<file path="src/rtl/ula_pkg.sv">
// Shared definitions for the ULA sequencer: op encodings and controller states.
package ula_pkg;

  // ULA function select, packed as {f1, f2}
  localparam logic [1:0] OP_ADD = 2'b00;
  localparam logic [1:0] OP_SUB = 2'b01;
  localparam logic [1:0] OP_SHL = 2'b10;
  localparam logic [1:0] OP_NOR = 2'b11;

  typedef enum logic [1:0] {
    StIdle  = 2'b00,
    StIssue = 2'b01,
    StResp  = 2'b10
  } ctrl_state_e;

endpackage

</file>
<file path="src/rtl/ula_ctrl.sv">
// Accumulator-based sequencer driving a combinational 8-bit ULA. Accepts a command,
// holds the ULA inputs for ULA_LAT cycles, captures the result into the accumulator
// and returns it over a valid/ready response channel.
module ula_ctrl
  import ula_pkg::*;
#(
  parameter int unsigned ULA_LAT = 1
) (
  input  logic       clk,
  input  logic       rst_n,
  input  logic       cmd_valid,
  output logic       cmd_ready,
  input  logic       cmd_load,
  input  logic [1:0] cmd_op,
  input  logic [7:0] cmd_opnd,
  output logic [7:0] ula_a,
  output logic [7:0] ula_b,
  output logic       ula_f1,
  output logic       ula_f2,
  input  logic [7:0] ula_r,
  output logic       res_valid,
  input  logic       res_ready,
  output logic [7:0] res_data,
  output logic       res_zero,
  output logic [7:0] op_count
);

  // Counter preset on accept; ISSUE lasts until it reaches zero, i.e. ULA_LAT cycles
  localparam logic [3:0] LatInit = 4'(ULA_LAT - 1);

  ctrl_state_e state_q, state_d;

  logic [7:0] acc_q, acc_d;
  logic [7:0] opnd_q, opnd_d;
  logic [1:0] op_q, op_d;
  logic       load_q, load_d;
  logic [3:0] lat_cnt_q, lat_cnt_d;
  logic [7:0] op_count_q, op_count_d;

  logic accept;
  logic lat_done;

  // Commands are only taken in IDLE; anything offered elsewhere is dropped
  assign accept   = (state_q == StIdle) && cmd_valid;
  assign lat_done = (lat_cnt_q == 4'd0);

  // State register
  always_ff @(posedge clk) begin
    if (!rst_n) begin
      state_q <= StIdle;
    end else begin
      state_q <= state_d;
    end
  end

  // Next-state logic
  always_comb begin
    state_d = state_q;
    unique case (state_q)
      StIdle: begin
        if (cmd_valid) begin
          state_d = cmd_load ? StResp : StIssue;
        end
      end
      StIssue: begin
        if (lat_done) begin
          state_d = StResp;
        end
      end
      StResp: begin
        if (res_ready) begin
          state_d = StIdle;
        end
      end
      default: state_d = StIdle;
    endcase
  end

  // Datapath registers
  always_ff @(posedge clk) begin
    if (!rst_n) begin
      acc_q      <= 8'd0;
      opnd_q     <= 8'd0;
      op_q       <= 2'd0;
      load_q     <= 1'b0;
      lat_cnt_q  <= 4'd0;
      op_count_q <= 8'd0;
    end else begin
      acc_q      <= acc_d;
      opnd_q     <= opnd_d;
      op_q       <= op_d;
      load_q     <= load_d;
      lat_cnt_q  <= lat_cnt_d;
      op_count_q <= op_count_d;
    end
  end

  // Datapath next-state: latch command on accept, count down and capture in ISSUE
  always_comb begin
    acc_d      = acc_q;
    opnd_d     = opnd_q;
    op_d       = op_q;
    load_d     = load_q;
    lat_cnt_d  = lat_cnt_q;
    op_count_d = op_count_q;

    if (accept) begin
      load_d = cmd_load;
      op_d   = cmd_op;
      opnd_d = cmd_opnd;
      if (cmd_load) begin
        acc_d = cmd_opnd;
      end else begin
        lat_cnt_d = LatInit;
      end
    end

    if (state_q == StIssue) begin
      if (lat_done) begin
        // load_q is always 0 here; the guard keeps a stray load from counting
        if (!load_q) begin
          acc_d      = ula_r;
          op_count_d = op_count_q + 8'd1;
        end
      end else begin
        lat_cnt_d = lat_cnt_q - 4'd1;
      end
    end
  end

  // Outputs: pure state/register decodes, forced to zero while reset is asserted
  always_comb begin
    cmd_ready = 1'b0;
    res_valid = 1'b0;
    ula_a     = 8'd0;
    ula_b     = 8'd0;
    ula_f1    = 1'b0;
    ula_f2    = 1'b0;
    res_data  = 8'd0;
    res_zero  = 1'b0;
    op_count  = 8'd0;
    if (rst_n) begin
      cmd_ready = (state_q == StIdle);
      res_valid = (state_q == StResp);
      ula_a     = acc_q;
      ula_b     = opnd_q;
      ula_f1    = op_q[1];
      ula_f2    = op_q[0];
      res_data  = acc_q;
      res_zero  = (acc_q == 8'd0);
      op_count  = op_count_q;
    end
  end

endmodule

</file>
<file path="config.mk">
export PLATFORM = sky130hd
export DESIGN_NAME = ula_ctrl
export DESIGN_NICKNAME = d
export VERILOG_FILES = /design/src/rtl/ula_pkg.sv /design/src/rtl/ula_ctrl.sv
export SDC_FILE = /design/constraint.sdc
export NUM_CORES = 1
export LEC_CHECK = 0
export BUFFER_PORTS_ARGS = -buffer_cell sky130_fd_sc_hd__buf_2
export CAP_MARGIN = 15
export CORE_MARGIN = 3
export CORE_UTILIZATION = 50
export CTS_CLUSTER_SIZE = 24
export DETAILED_ROUTE_END_ITERATION = 16
export GPL_TIMING_DRIVEN = 0
export PLACE_DENSITY = 0.81
export SLEW_MARGIN = 5
export SYNTH_ARGS = -nofsm -noshare
export SYNTH_HDL_FRONTEND = slang
export SYNTH_SLANG_ARGS = --single-unit
</file>
<file path="constraint.sdc">
create_clock -name clk -period 4.6 [get_ports clk]
set_input_delay 0.92 -clock clk [delete_from_list [all_inputs] [get_ports clk]]
set_output_delay 0.92 -clock clk [all_outputs]
set_load 0.01 [all_outputs]
</file>
# Word level (Yosys, flattened, before mapping)
# Cells that the tools add are included.
[word_totals]
reg_bits = 33
inputBits = 23
elab_cells = 43
[op_classes]
bitwise_logic = 1
n_eq_ne = 5
n_addsub = 2
n_reduce_logical = 6
n_mux = 22
[ops]
columns = ["operator", "n"]
rows = [
  ["$mux W8", 8],
  ["$mux W4", 4],
  ["$add A8 B1 Y8 const B", 1],
  ["$logic_not A8 Y1", 1],
  ["$mux W2", 4],
  ["$ne A2 B2 Y1 const B", 3],
  ["$pmux W2 S3", 1],
  ["$reduce_and A3 Y1", 2],
  ["$mux W1", 5],
  ["$logic_not A4 Y1", 1],
  ["$sub A4 B1 Y4 const B", 1],
  ["$eq A2 B1 Y1 const B", 1],
  ["$eq A2 B2 Y1 const B", 1],
  ["$logic_not A2 Y1", 1],
  ["$logic_and A1 B1 Y1", 1],
  ["$not A1 Y1", 1],
]

# Longest topological paths before layout
[depth]
word_depth = 6
ltp_mapped = 7
ltp_nobuf = 6

# Least setup slack after synthesis
# Ideal clock, no wire load.
[synth_path]
path_type = "input to output"
from = "input port rst_n"
to = "output port res_zero"
path_buffers = 2
stages = 4
required_ps = 3680
slack_ps = 1904
arrival_time_ps = 1776
cell_sequence = "clkbuf_1 buf_2 nand3b_1 nor4_1"
[synth_via]
elab_chain_len = 1
[synth_lines]
columns = ["element", "line_no", "rtl"]
rows = [
  ["start: declaration", "ula_ctrl.sv:10", "input logic rst_n,"],
  ["$mux W1", "ula_ctrl.sv:142", "if (rst_n) begin"],
  ["end: declaration", "ula_ctrl.sv:24", "output logic res_zero,"],
]
# Every way passes these cells.

# Final worst setup path
# Same ends and word-level chain as after synthesis.

==> impl_metrics.yaml <==
placed_design:
  io_buffers: 58
  dp_hpwl_um: 3140
  place_congestion: 0.785
  placed_area_mm2: 0.00211
critical_path:
  startpoint: "rst_n"
  critPathMaxStageDelay_ps: 300
  cp-end-kind: "output port"
  cp.required_ps: 3680
  rr_startpoint: "lat_cnt_q[0]"
  worstPathCellList: "clkbuf_1 > buf_2 > nand3b_1 > nor4_1 > buf_2"
  critPathArrivalTime_ps: 2040
  cp-start-kind: "input pin"
  critical_path.max_fanout: 10
  cp_common_cell: "buf_2"
  critical_path_class: "input pin to output port"
  critPathSlowestCell: "clkbuf_1"
clock_network:
  htree_num_levels: 2
  cts_buffers: 5
  path_clk_slew_ps: 90
  cts.sinks: 33
  cts_resized: 0
  cts_tree: "yes"
  clockRootBuffer: "clkbuf_4"
  cts_buffer_depth: 2
  cts.hold.buffers_added: 0
  clk_latency_ps: 330
  post-cts-setup-buffer-count: 0
routing:
  drt_iter0_drc: 95
  first_pass_iters: 4
  avgViaCountPerCell: 5.04
  drt-wirelength-per-cell_um: 12.5
  finalWirelength_um: 4050
  ant_nets: 0
  drc_errors: 0
  dr_total_vias: 1629
floorplanning:
  die_h_um: 65.4
  chipWidth_um: 65.4
  core_mm2: 0.00320
  placementRows: 20
  die_area_mm2: 0.00428
  start_util_pct: 55.1
  io_pins: 60
sta:
  tns_ps: 0
  setup_viol: 0
  slew_viol_final: 0
  worst_slew_pin_slew_ps: 385
  finClkSkew_ps: 6.52
  final.min_clock_period_ps: 2960
  hold_violations: 0
  clock.fmax_ghz: 0.338
  rsz0062_at_grt: "false"
  finalCritPeriodShare_pct: 64.3
  relSlewSlack_pct: 74.3
logic_synthesis:
  synth_nets: 238
  yosysSeqAreaShare_pct: 37.4
  syn_area_per_cell_um2: 8.28
  ys_seq_elements: 33
  synth_cell_types: 38
  synth_cells: 213
  yosysWarningCount: 0
  ys_dominant_reg_cell: "dfxtp_1"
  synth_edf_count: 0
  netlist_area_mm2: 0.00176
  synthArstFlopShare_pct: 0
final_layout:
  diodes: 0
  final_cell_area_mm2: 0.00216
  area_growth_pct: 22.3
  final_nets: 303
  fillers: 312
  drive_gt1_share_pct: 30.8
hold_path:
  worstHoldStart: "opnd_q[5]"
  holdCritPathClass: "register to register"
job:
  drv_cap: 0
global_route:
  grt_first_pass_wirelength_um: 6690
  grt_overflow: 0
  antenna_found_initial: 0
  grt_pass1_vias: 1452
  grt_usage_pct: 20.3
  grt_max_degree: 11
pwr:
  power.leakage_nw: 1.00
  p_per_area_mw_per_mm2: 261
  peakVddDrop_uv: 186
status:
  status: "finished clean"
cells by family (layout without fill, tap and decap cells):
logic type               Yosys count  count (layout)  synth area share (%)
XOR/XNOR                           6               6                  2.98
AO/OA/AOI/OAI                     37              37                  13.9
multiplexers                       1               1                 0.567
buffers and inverters             23              89                  7.80
adder cells (fa/ha/maj)            2               2                  1.42
flip-flops                        33              33                  37.4
AND/OR/NAND/NOR                  111             111                  35.9
path summary, 6_finish.rpt:
path / cells past startpoint / slack [ps] / endpoint
max: 5 / 1640 / res_zero
min: 2 / 460 / opnd_q[5]
max reg2reg: 7 / 2920 / acc_q[5]
min reg2reg: 2 / 460 / opnd_q[5]
sequential cells by signal, summed over array words and instances, names as in the netlist:
| name | flops |
|---|---|
| acc_q | 8 |
| load_q | 1 |
| state_q | 2 |
| op_count_q | 8 |
| op_q | 2 |
| lat_cnt_q | 4 |
| opnd_q | 8 |
worst max-delay path, delay by kind of cell:
| kind | cells | cell delay [ps] |
|---|---|---|
| and+or+nand+nor | 2 | 320 |
| buffers and inverters | 3 | 790 |
metrics by stage:
stage	util [%]	worst slack, ps	hold WS, ps	cells	total power [W]
2_1_floorplan	-	1900	439	213	0.000378
3_3_place_gp	65.9	1650	445	315	0.000414
3_5_place_dp	65.9	1650	453	315	0.000416
4_1_cts	67.4	1650	466	323	0.000566
5_1_grt	67.4	1480	492	323	0.000592
6_report	67.4	1640	464	323	0.000563
layout by cell type, fill, tap and decap left out, types with 2 or more instances in the layout:
cell type | netlist | routed
a21boi_0 | 13 | 13
inv_1 | 2 | 2
nor2_1 | 3 | 3
nor2b_1 | 6 | 6
nand3_1 | 3 | 3
clkbuf_4 | 0 | 5
xnor2_1 | 6 | 6
clkbuf_1 | 6 | 9
buf_6 | 2 | 2
and4bb_2 | 3 | 3
buf_2 | 4 | 62
nand2b_1 | 2 | 2
o21ai_0 | 10 | 10
a31oi_1 | 9 | 9
nor4_1 | 3 | 3
and3_1 | 2 | 2
nor3b_1 | 2 | 2
nand4_1 | 2 | 2
buf_4 | 8 | 8
and2_1 | 33 | 33
nand2_1 | 43 | 43
dfxtp_1 | 33 | 33
ha_1 | 2 | 2
metal layers:
| layer | wire, um | share of wire [%] | global-route usage, % |
|---|---|---|---|
| met1 | 1880 | 46 | 26.1 |
| met2 | 1900 | 47 | 33.0 |
| met3 | 209 | 5.2 | 4.27 |
| met4 | 62 | 1.5 | 8.55 |
| met5 | 0 | 0 | 0 |
final cells by class:
cell class | count | area, um2 | share of cell area (%)
inverters | 2 | 7.51 | 0.348
clock buffers | 8 | 48.8 | 2.26
multi-input cells | 157 | 966 | 44.8
flip-flops and latches | 33 | 661 | 30.6
plain buffers | 21 | 130 | 6.03
repair buffers | 58 | 290 | 13.4
well taps | 44 | 55.1 | 2.55
cells in the mapped netlist (all sizes together), types with 3 or more instances:
cell type	count	area share, %
a21boi	14	6.0
a31oi	9	3.2
and2	33	12
and4bb	3	2.1
buf	14	5.8
clkbuf	7	1.6
dfxtp	33	37
nand2	43	9.1
nand3	3	0.85
nor2	4	0.99
nor2b	6	2.1
nor3b	3	1.9
nor4	3	1.1
o21ai	10	2.8
xnor2	6	3.0
report_power, final:
group	total [W]	internal, W	switching (W)
clock	0.000154	0.0000609	0.0000928
combinational	0.000100	0.0000469	0.0000534
sequential	0.000309	0.000300	0.00000915
No activity file was read; power rests on OpenSTA's default activity.
